==> config.mk <==
export PLATFORM = sky130hd
export DESIGN_NAME = pipe_stage_reg
export DESIGN_NICKNAME = d
export VERILOG_FILES = /design/src/rtl/pipe_pkg.sv /design/src/rtl/pipe_entry.sv /design/src/rtl/pipe_stage_reg.sv
export SDC_FILE = /design/constraint.sdc
export NUM_CORES = 1
export LEC_CHECK = 0
export BUFFER_PORTS_ARGS = -buffer_cell sky130_fd_sc_hd__buf_4
export CAP_MARGIN = 20
export CELL_PAD_IN_SITES_DETAIL_PLACEMENT = 1
export CELL_PAD_IN_SITES_GLOBAL_PLACEMENT = 2
export CORE_ASPECT_RATIO = 0.5
export CORE_UTILIZATION = 34
export CTS_CLUSTER_DIAMETER = 150
export DETAILED_ROUTE_END_ITERATION = 16
export GPL_ROUTABILITY_DRIVEN = 0
export PLACE_DENSITY_LB_ADDON = 0.1
export SYNTH_ARGS = -nofsm -noshare
export SYNTH_HDL_FRONTEND = slang
export SYNTH_SLANG_ARGS = --single-unit
==> constraint.sdc <==
create_clock -name clk -period 8.5 [get_ports clk]
set_clock_uncertainty 0.15 [all_clocks]
set_input_delay 0.85 -clock clk [delete_from_list [all_inputs] [get_ports clk]]
set_output_delay 0.85 -clock clk [all_outputs]
set_load 0.05 [all_outputs]
==> src/rtl/pipe_pkg.sv <==
// Shared widths, encodings and constants for the MIPS inter-stage pipeline registers.
package pipe_pkg;

    localparam int unsigned REG_DATA_W    = 32;
    localparam int unsigned ALU_OP_W      = 4;
    localparam int unsigned SHAMT_W       = 5;

    // rs1 data + rs2 data + sign-extended immediate + shamt
    localparam int unsigned ID_EXE_DATA_W = 3 * REG_DATA_W + SHAMT_W;
    // AluSrc1 + AluSrc + AluOperation
    localparam int unsigned ID_EXE_CTRL_W = 2 + ALU_OP_W;

    localparam logic [ID_EXE_CTRL_W-1:0] NOP_CTRL = '0;

    // Stage occupancy, encoded directly as {skid_valid, main_valid}.
    typedef enum logic [1:0] {
        ST_EMPTY     = 2'b00,
        ST_ONE       = 2'b01,
        ST_SKID_ONLY = 2'b10,
        ST_TWO       = 2'b11
    } stage_state_e;

    typedef enum logic {
        SRC_IN   = 1'b0,
        SRC_SKID = 1'b1
    } main_src_e;

    function automatic logic [1:0] entry_count(input logic a, input logic b);
        return {1'b0, a} + {1'b0, b};
    endfunction

endpackage

==> src/rtl/pipe_entry.sv <==
// One pipeline-register entry: a valid bit plus data and control bundles.
module pipe_entry
    import pipe_pkg::*;
#(
    parameter int unsigned DATA_W = ID_EXE_DATA_W,
    parameter int unsigned CTRL_W = ID_EXE_CTRL_W
) (
    input  logic              clk,
    input  logic              rst,
    input  logic              clear,
    input  logic              load,
    input  logic [DATA_W-1:0] d_data,
    input  logic [CTRL_W-1:0] d_ctrl,
    output logic              valid,
    output logic [DATA_W-1:0] data,
    output logic [CTRL_W-1:0] ctrl
);

    always_ff @(posedge clk or posedge rst) begin
        if (rst) begin
            valid <= 1'b0;
            data  <= '0;
            ctrl  <= '0;
        end else begin
            if (clear) begin
                valid <= 1'b0;
            end else if (load) begin
                valid <= 1'b1;
            end
            if (load) begin
                data <= d_data;
                ctrl <= d_ctrl;
            end
        end
    end

endmodule

==> src/rtl/pipe_stage_reg.sv <==
// Generic inter-stage pipeline register with valid/ready flow control,
// optional two-entry skid buffer, flush and hazard bubble insertion.
module pipe_stage_reg
    import pipe_pkg::*;
#(
    parameter int unsigned DATA_W  = ID_EXE_DATA_W,
    parameter int unsigned CTRL_W  = ID_EXE_CTRL_W,
    parameter bit          SKID_EN = 1'b1
) (
    input  logic              clk,
    input  logic              rst,
    input  logic              in_valid,
    output logic              in_ready,
    input  logic [DATA_W-1:0] in_data,
    input  logic [CTRL_W-1:0] in_ctrl,
    input  logic              flush,
    input  logic              bubble,
    output logic              out_valid,
    input  logic              out_ready,
    output logic [DATA_W-1:0] out_data,
    output logic [CTRL_W-1:0] out_ctrl,
    output logic [1:0]        occupancy
);

    logic              main_valid;
    logic [DATA_W-1:0] main_data;
    logic [CTRL_W-1:0] main_ctrl;
    logic              skid_valid;
    logic [DATA_W-1:0] skid_data;
    logic [CTRL_W-1:0] skid_ctrl;

    logic              accept;
    logic              drain;
    logic              main_load;
    logic              main_clear;
    logic              skid_load;
    logic              skid_clear;
    main_src_e         main_src;
    stage_state_e      state;
    logic [DATA_W-1:0] main_d_data;
    logic [CTRL_W-1:0] main_d_ctrl;

    always_comb begin
        // With the skid entry, in_ready depends only on a flop; without it,
        // a full stage can still accept when the held beat leaves this cycle.
        if (SKID_EN) begin
            in_ready = !skid_valid;
        end else begin
            in_ready = !main_valid || out_ready;
        end

        accept     = in_valid && in_ready && !bubble && !flush;
        drain      = main_valid && out_ready && !flush;
        state      = stage_state_e'({skid_valid, main_valid});
        main_load  = 1'b0;
        main_clear = 1'b0;
        skid_load  = 1'b0;
        skid_clear = 1'b0;
        main_src   = SRC_IN;

        if (flush) begin
            main_clear = 1'b1;
            skid_clear = 1'b1;
        end else begin
            case (state)
                ST_EMPTY: begin
                    main_load = accept;
                end
                ST_ONE: begin
                    if (accept && drain) begin
                        main_load = 1'b1;
                    end else if (accept) begin
                        skid_load = 1'b1;
                    end else if (drain) begin
                        main_clear = 1'b1;
                    end
                end
                ST_TWO: begin
                    if (drain) begin
                        main_load  = 1'b1;
                        main_src   = SRC_SKID;
                        skid_clear = 1'b1;
                    end
                end
                ST_SKID_ONLY: begin
                    main_clear = 1'b1;
                    skid_clear = 1'b1;
                end
            endcase
        end
    end

    always_comb begin
        if (main_src == SRC_SKID) begin
            main_d_data = skid_data;
            main_d_ctrl = skid_ctrl;
        end else begin
            main_d_data = in_data;
            main_d_ctrl = in_ctrl;
        end
    end

    pipe_entry #(
        .DATA_W (DATA_W),
        .CTRL_W (CTRL_W)
    ) u_main (
        .clk    (clk),
        .rst    (rst),
        .clear  (main_clear),
        .load   (main_load),
        .d_data (main_d_data),
        .d_ctrl (main_d_ctrl),
        .valid  (main_valid),
        .data   (main_data),
        .ctrl   (main_ctrl)
    );

    generate
        if (SKID_EN) begin : g_skid
            pipe_entry #(
                .DATA_W (DATA_W),
                .CTRL_W (CTRL_W)
            ) u_skid (
                .clk    (clk),
                .rst    (rst),
                .clear  (skid_clear),
                .load   (skid_load),
                .d_data (in_data),
                .d_ctrl (in_ctrl),
                .valid  (skid_valid),
                .data   (skid_data),
                .ctrl   (skid_ctrl)
            );
        end else begin : g_no_skid
            assign skid_valid = 1'b0;
            assign skid_data  = '0;
            assign skid_ctrl  = '0;
        end
    endgenerate

    // Downstream sees a NOP control word whenever nothing valid is held.
    assign out_valid = main_valid;
    assign out_data  = main_data;
    assign out_ctrl  = main_valid ? main_ctrl : CTRL_W'(NOP_CTRL);
    assign occupancy = entry_count(main_valid, skid_valid);

    skid_implies_main : assert property (@(posedge clk) disable iff (rst) skid_valid |-> main_valid);

endmodule

Word-level counts from Yosys, hierarchy flattened
Index checks and enable logic that the tools add are counted.
{ "totals": {"reg_bits": 216, "latchBits": 0, "ramBits": 0, "romBits": 0, "input_bits": 113, "output_inout_bits": 111, "word_cells": 45, "n_memories": 0} }
{ "classes": {"n_addsub": 1, "n_mul": 0, "div_mod_pow": 0, "order_cmp": 0, "n_eq_ne": 3, "n_shift": 0, "n_mux": 23, "n_bitwise": 0, "n_reduce_logical": 12} }
{ "ops": {"columns": ["cell", "count"], "rows": [
  ["$mux 101", 1],
  ["$mux 1", 17],
  ["$mux 6", 2],
  ["$logic_and 1x1->1", 6],
  ["$eq 2x2->1 const B", 2],
  ["$pmux 1 s2", 2],
  ["$reduce_bool 2->1", 2],
  ["$logic_not 1->1", 3],
  ["$pmux 1 s3", 1],
  ["$add 1x1->2", 1],
  ["$eq 2x1->1 const B", 1],
  ["$logic_not 2->1", 1]
]} }

Logic depth before layout (Yosys ltp)
{ "logic_depth": {"ltp_word": 10, "mapped_depth": 8, "depth_no_buf": 6} }

Hierarchy
A second synthesis with hierarchy kept.
{ "hier_totals": {"hier_cells": 601, "hier_area_um2": 9635.5} }
{ "modules_own_cells": {"columns": ["mod", "instances", "cells_per_inst", "area_each_um2", "seq_area_each_um2"], "rows": [
  ["pipe_entry", 2, 229, 4077.7, 2702.6],
  ["pipe_stage_reg", 1, 143, 1480.2, 0.0]
]} }

Least setup slack after synthesis
Ideal clock, no wire load.
{ "synth_path": {"kind": "register to register", "from": "reg u_main.valid", "to": "reg u_main.data[10]", "setup_time_ns": 0.125, "arrival_ns": 2.448, "required_ns": 8.225, "slack_ns": 5.777, "stages_incl_launch_ff": 8, "n_path_buf": 3, "period_less_slack_ns": 2.723, "cell_sequence": "dfrtp_1 ha_1 and4b_1 buf_2 o221ai_2 buf_4 buf_6 mux2_2"} }
{ "synth_between": {"elab_chain_cells": 6, "word_cells_on_any_way": 13, "classes_between": "eq/ne (2); mux (7); reduce/logical (4)"} }
{ "synth_lines": {"columns": ["item", "line_no", "text"], "rows": [
  ["from (decl)", "pipe_entry.sv:14", "output logic valid,"],
  ["from (signal assigned)", "pipe_entry.sv:21", "valid <= 1'b0;"],
  ["from (signal assigned)", "pipe_entry.sv:26", "valid <= 1'b0;"],
  ["from (signal assigned)", "pipe_entry.sv:28", "valid <= 1'b1;"],
  ["$logic_and 1x1->1 (2 in series)", "pipe_stage_reg.sv:53", "drain = main_valid && out_ready && !flush;"],
  ["$logic_and 1x1->1 or $mux 1 (tied branches)", "pipe_stage_reg.sv:70, pipe_stage_reg.sv:79", null],
  ["$mux 1 (on tied branches)", "pipe_stage_reg.sv:70, pipe_stage_reg.sv:65", null],
  ["$pmux 1 s3 or $mux 1 (tied branches)", "pipe_stage_reg.sv:65, pipe_stage_reg.sv:61", null],
  ["$mux 1 or $mux 101 (tied branches)", "pipe_stage_reg.sv:61, pipe_stage_reg.sv:94", null],
  ["to (signal assigned)", "pipe_entry.sv:31", "data <= d_data;"],
  ["to (decl)", "pipe_entry.sv:15", "output logic [DATA_W-1:0] data,"]
]} }
Several ways; a longest one is shown, not always the timed one.
A chain may end at the register's enable or synchronous reset.

Final worst setup path
{ "layout_path": {"from": "reg u_main.valid", "to": "reg u_main.data[31]"} }
Same word-level chain as after synthesis.

==> impl_metrics.json <==
{
  "grt_max_degree": 91,
  "antenna_cells": 0,
  "nets": 1150,
  "p_leak_nw": 6.33,
  "cts_buffers": 22,
  "crit_type": "reg -> reg",
  "final.period_utilization_pct": 35.7,
  "async_flop_share_pct": 100,
  "crit_fanout": 71,
  "fp.dieH_um": 120,
  "drive_gt1_share_pct": 46.6,
  "synth_edf_count": 0,
  "crit_arrival_ns": 3.27,
  "synth_area_leader_cell": "dfrtp_1",
  "row_count": 42,
  "cts_num_sinks": 216,
  "synth_common_cells": "324 x nand2_1, 216 x dfrtp_1, 213 x mux2_2, 20 x clkbuf_1, 16 x buf_2",
  "setup_ws_ns": 5.47,
  "drt_iter0_drc": 223,
  "setup_violations": 0,
  "grt_pass1_wl_um": 40700,
  "h-tree-depth": 1,
  "ff2ff_setup_slack_ns": 5.47,
  "grt_usage_pct": 18.1,
  "start_kind": "register",
  "syn_to_final_growth_pct": 29.8,
  "die_w_um": 238,
  "syn_avg_cell_area_um2": 11.5,
  "hold_class": "in -> async",
  "port_buffers": 223,
  "ys.flop_type": "dfrtp_1",
  "total_power_w": 0.00347,
  "ant_nets": 0,
  "cp-end-kind": "register",
  "ys_seq_area_share_pct": 57.2,
  "clk_latency_ns": 0.51,
  "netlist_area_um2": 9450,
  "start_util_pct": 35.2,
  "core_area_um2": 26900,
  "power_per_cell_area_nw_per_um2": 283,
  "pin_count": 224,
  "wl_per_cell_um": 17.7,
  "rsz0062_at_grt": "false",
  "syn-num-nets": 941,
  "grt_pass1_vias": 7570,
  "post-route-util_pct": 45.7,
  "synth_top_cells_by_area": "dfrtp_1 57%, mux2_2 25%, nand2_1 13%",
  "fmax_mhz": 330,
  "cts_resized": 0,
  "routed_via_density": 4.71,
  "rr_endpoint": "u_main.data[31]",
  "clk_pin_slew_ns": 0.07,
  "outcome": "complete, no violations",
  "tightest_slew_ns": 1.07,
  "synth-warning-count": 0,
  "drv_slew": 0,
  "final_hold_viol_count": 0,
  "yosysMostFrequentCell": "nand2_1",
  "num_vias": 6701,
  "drc_errors": 0,
  "ys_types": 22,
  "ir_drop_uv": 115,
  "synth_top_area_share_pct": 57.2,
  "globalRoute.totalOverflow": 0,
  "antenna_found_initial": 0,
  "slew_headroom_pct": 28.4,
  "wl_um": 25200,
  "finalCriticalPeriod_ns": 3.03,
  "timing.rr.start": "u_main.valid",
  "synth_seq_cells": 216,
  "worstRegToRegCells": 5,
  "hpwl_um": 16400,
  "clk_path_buf_depth": 3,
  "cts_setup_buffers": 0,
  "cts-root-buf": "clkbuf_16",
  "fin_tns_setup_ns": 0,
  "cap_violations": 0,
  "place_ws_ns": 5.31,
  "die_area_um2": 28500,
  "drtPass1Iterations": 4,
  "fill_cells": 2881,
  "postSynthCellCount": 824,
  "ctsHoldBuffers": 0,
  "cp.required_ns": 8.74,
  "cts_tree": "yes"
}
## registers in the layout, indices dropped and copies added (netlist names)
name / cells
u_main.valid: 1
g_skid.u_skid.data: 101
g_skid.u_skid.ctrl: 6
g_skid.u_skid.valid: 1
u_main.ctrl: 6
u_main.data: 101
## worst max-delay path by stage
stage,start,to,slack [ns],depth (start not counted)
floorplan,rst,g_skid.u_skid.ctrl[0],1.59,1
global placement,flush,u_main.data[11],5.33,5
detailed placement,flush,u_main.data[31],5.31,5
CTS,u_main.valid,u_main.data[16],5.42,5
global route,u_main.valid,u_main.data[60],5.27,6
finish,u_main.valid,u_main.data[31],5.47,5
## per-stage QoR
step	hold WS (ns)	std cells	area, um2
after floorplan	0.320	824	9450
final	0.279	1423	12300
after global routing	0.320	1423	12300
after CTS	0.305	1423	12300
after global placement	0.331	1383	11500
after detailed placement	0.343	1383	11500
## cell usage in the layout, fill, tap and decap left out, drive strengths merged
cell type,instances
a21oi,1
a221oi,1
and2,6
and4b,1
buf,232
bufinv,3
clkbuf,30
clkinv,5
clkinvlp,2
dfrtp,216
ha,4
inv,3
mux2,214
nand2,324
nand3,1
nand4b,1
nor2,1
nor4b,1
o211ai,1
o21bai,1
o221ai,1
## worst max-delay path, stage by stage, from the launching register on
cell and delay (ns):
dfrtp_1 0.55, ha_1 0.32, and4b_4 0.32, o221ai_4 0.23, buf_4 0.84, mux2_2 0.43
## routing by layer
| metal | up-vias | wire length, um | part of all wire, % | GRT usage [%] |
|---|---|---|---|---|
| li1 | 3118 | - | - | - |
| met1 | 3461 | 10900 | 43 | 23.0 |
| met5 | - | 0 | 0 | 0 |
| met4 | 0 | 345 | 1.4 | 3.63 |
| met2 | 94 | 13000 | 52 | 32.2 |
| met3 | 28 | 913 | 3.6 | 3.61 |
## logic make-up after synthesis
logic type / synth area share (%)
flip-flops: 57.2
multiplexers: 25.5
buffers and inverters: 2.40
AND/OR/NAND/NOR: 13.8
adder cells (fa/ha/maj): 0.530
AO/OA/AOI/OAI: 0.517
## power breakdown
part           total [W]  switching (W)  internal (W)
clock            0.00106       0.000424      0.000637
sequential       0.00137       0.000122       0.00125
combinational    0.00103       0.000658      0.000376
## area by class of cell
cell class | instances | area (um2) | share of cell area [%]
tap | 374 | 468 | 3.82
clock inverter | 10 | 130 | 1.06
sequential | 216 | 5410 | 44.1
timing repair buffer | 232 | 1740 | 14.2
multi-input combinational | 558 | 3840 | 31.3
inverter | 3 | 18.8 | 0.153
clock buffer | 30 | 662 | 5.40
Power figures use the tool's default switching activity.
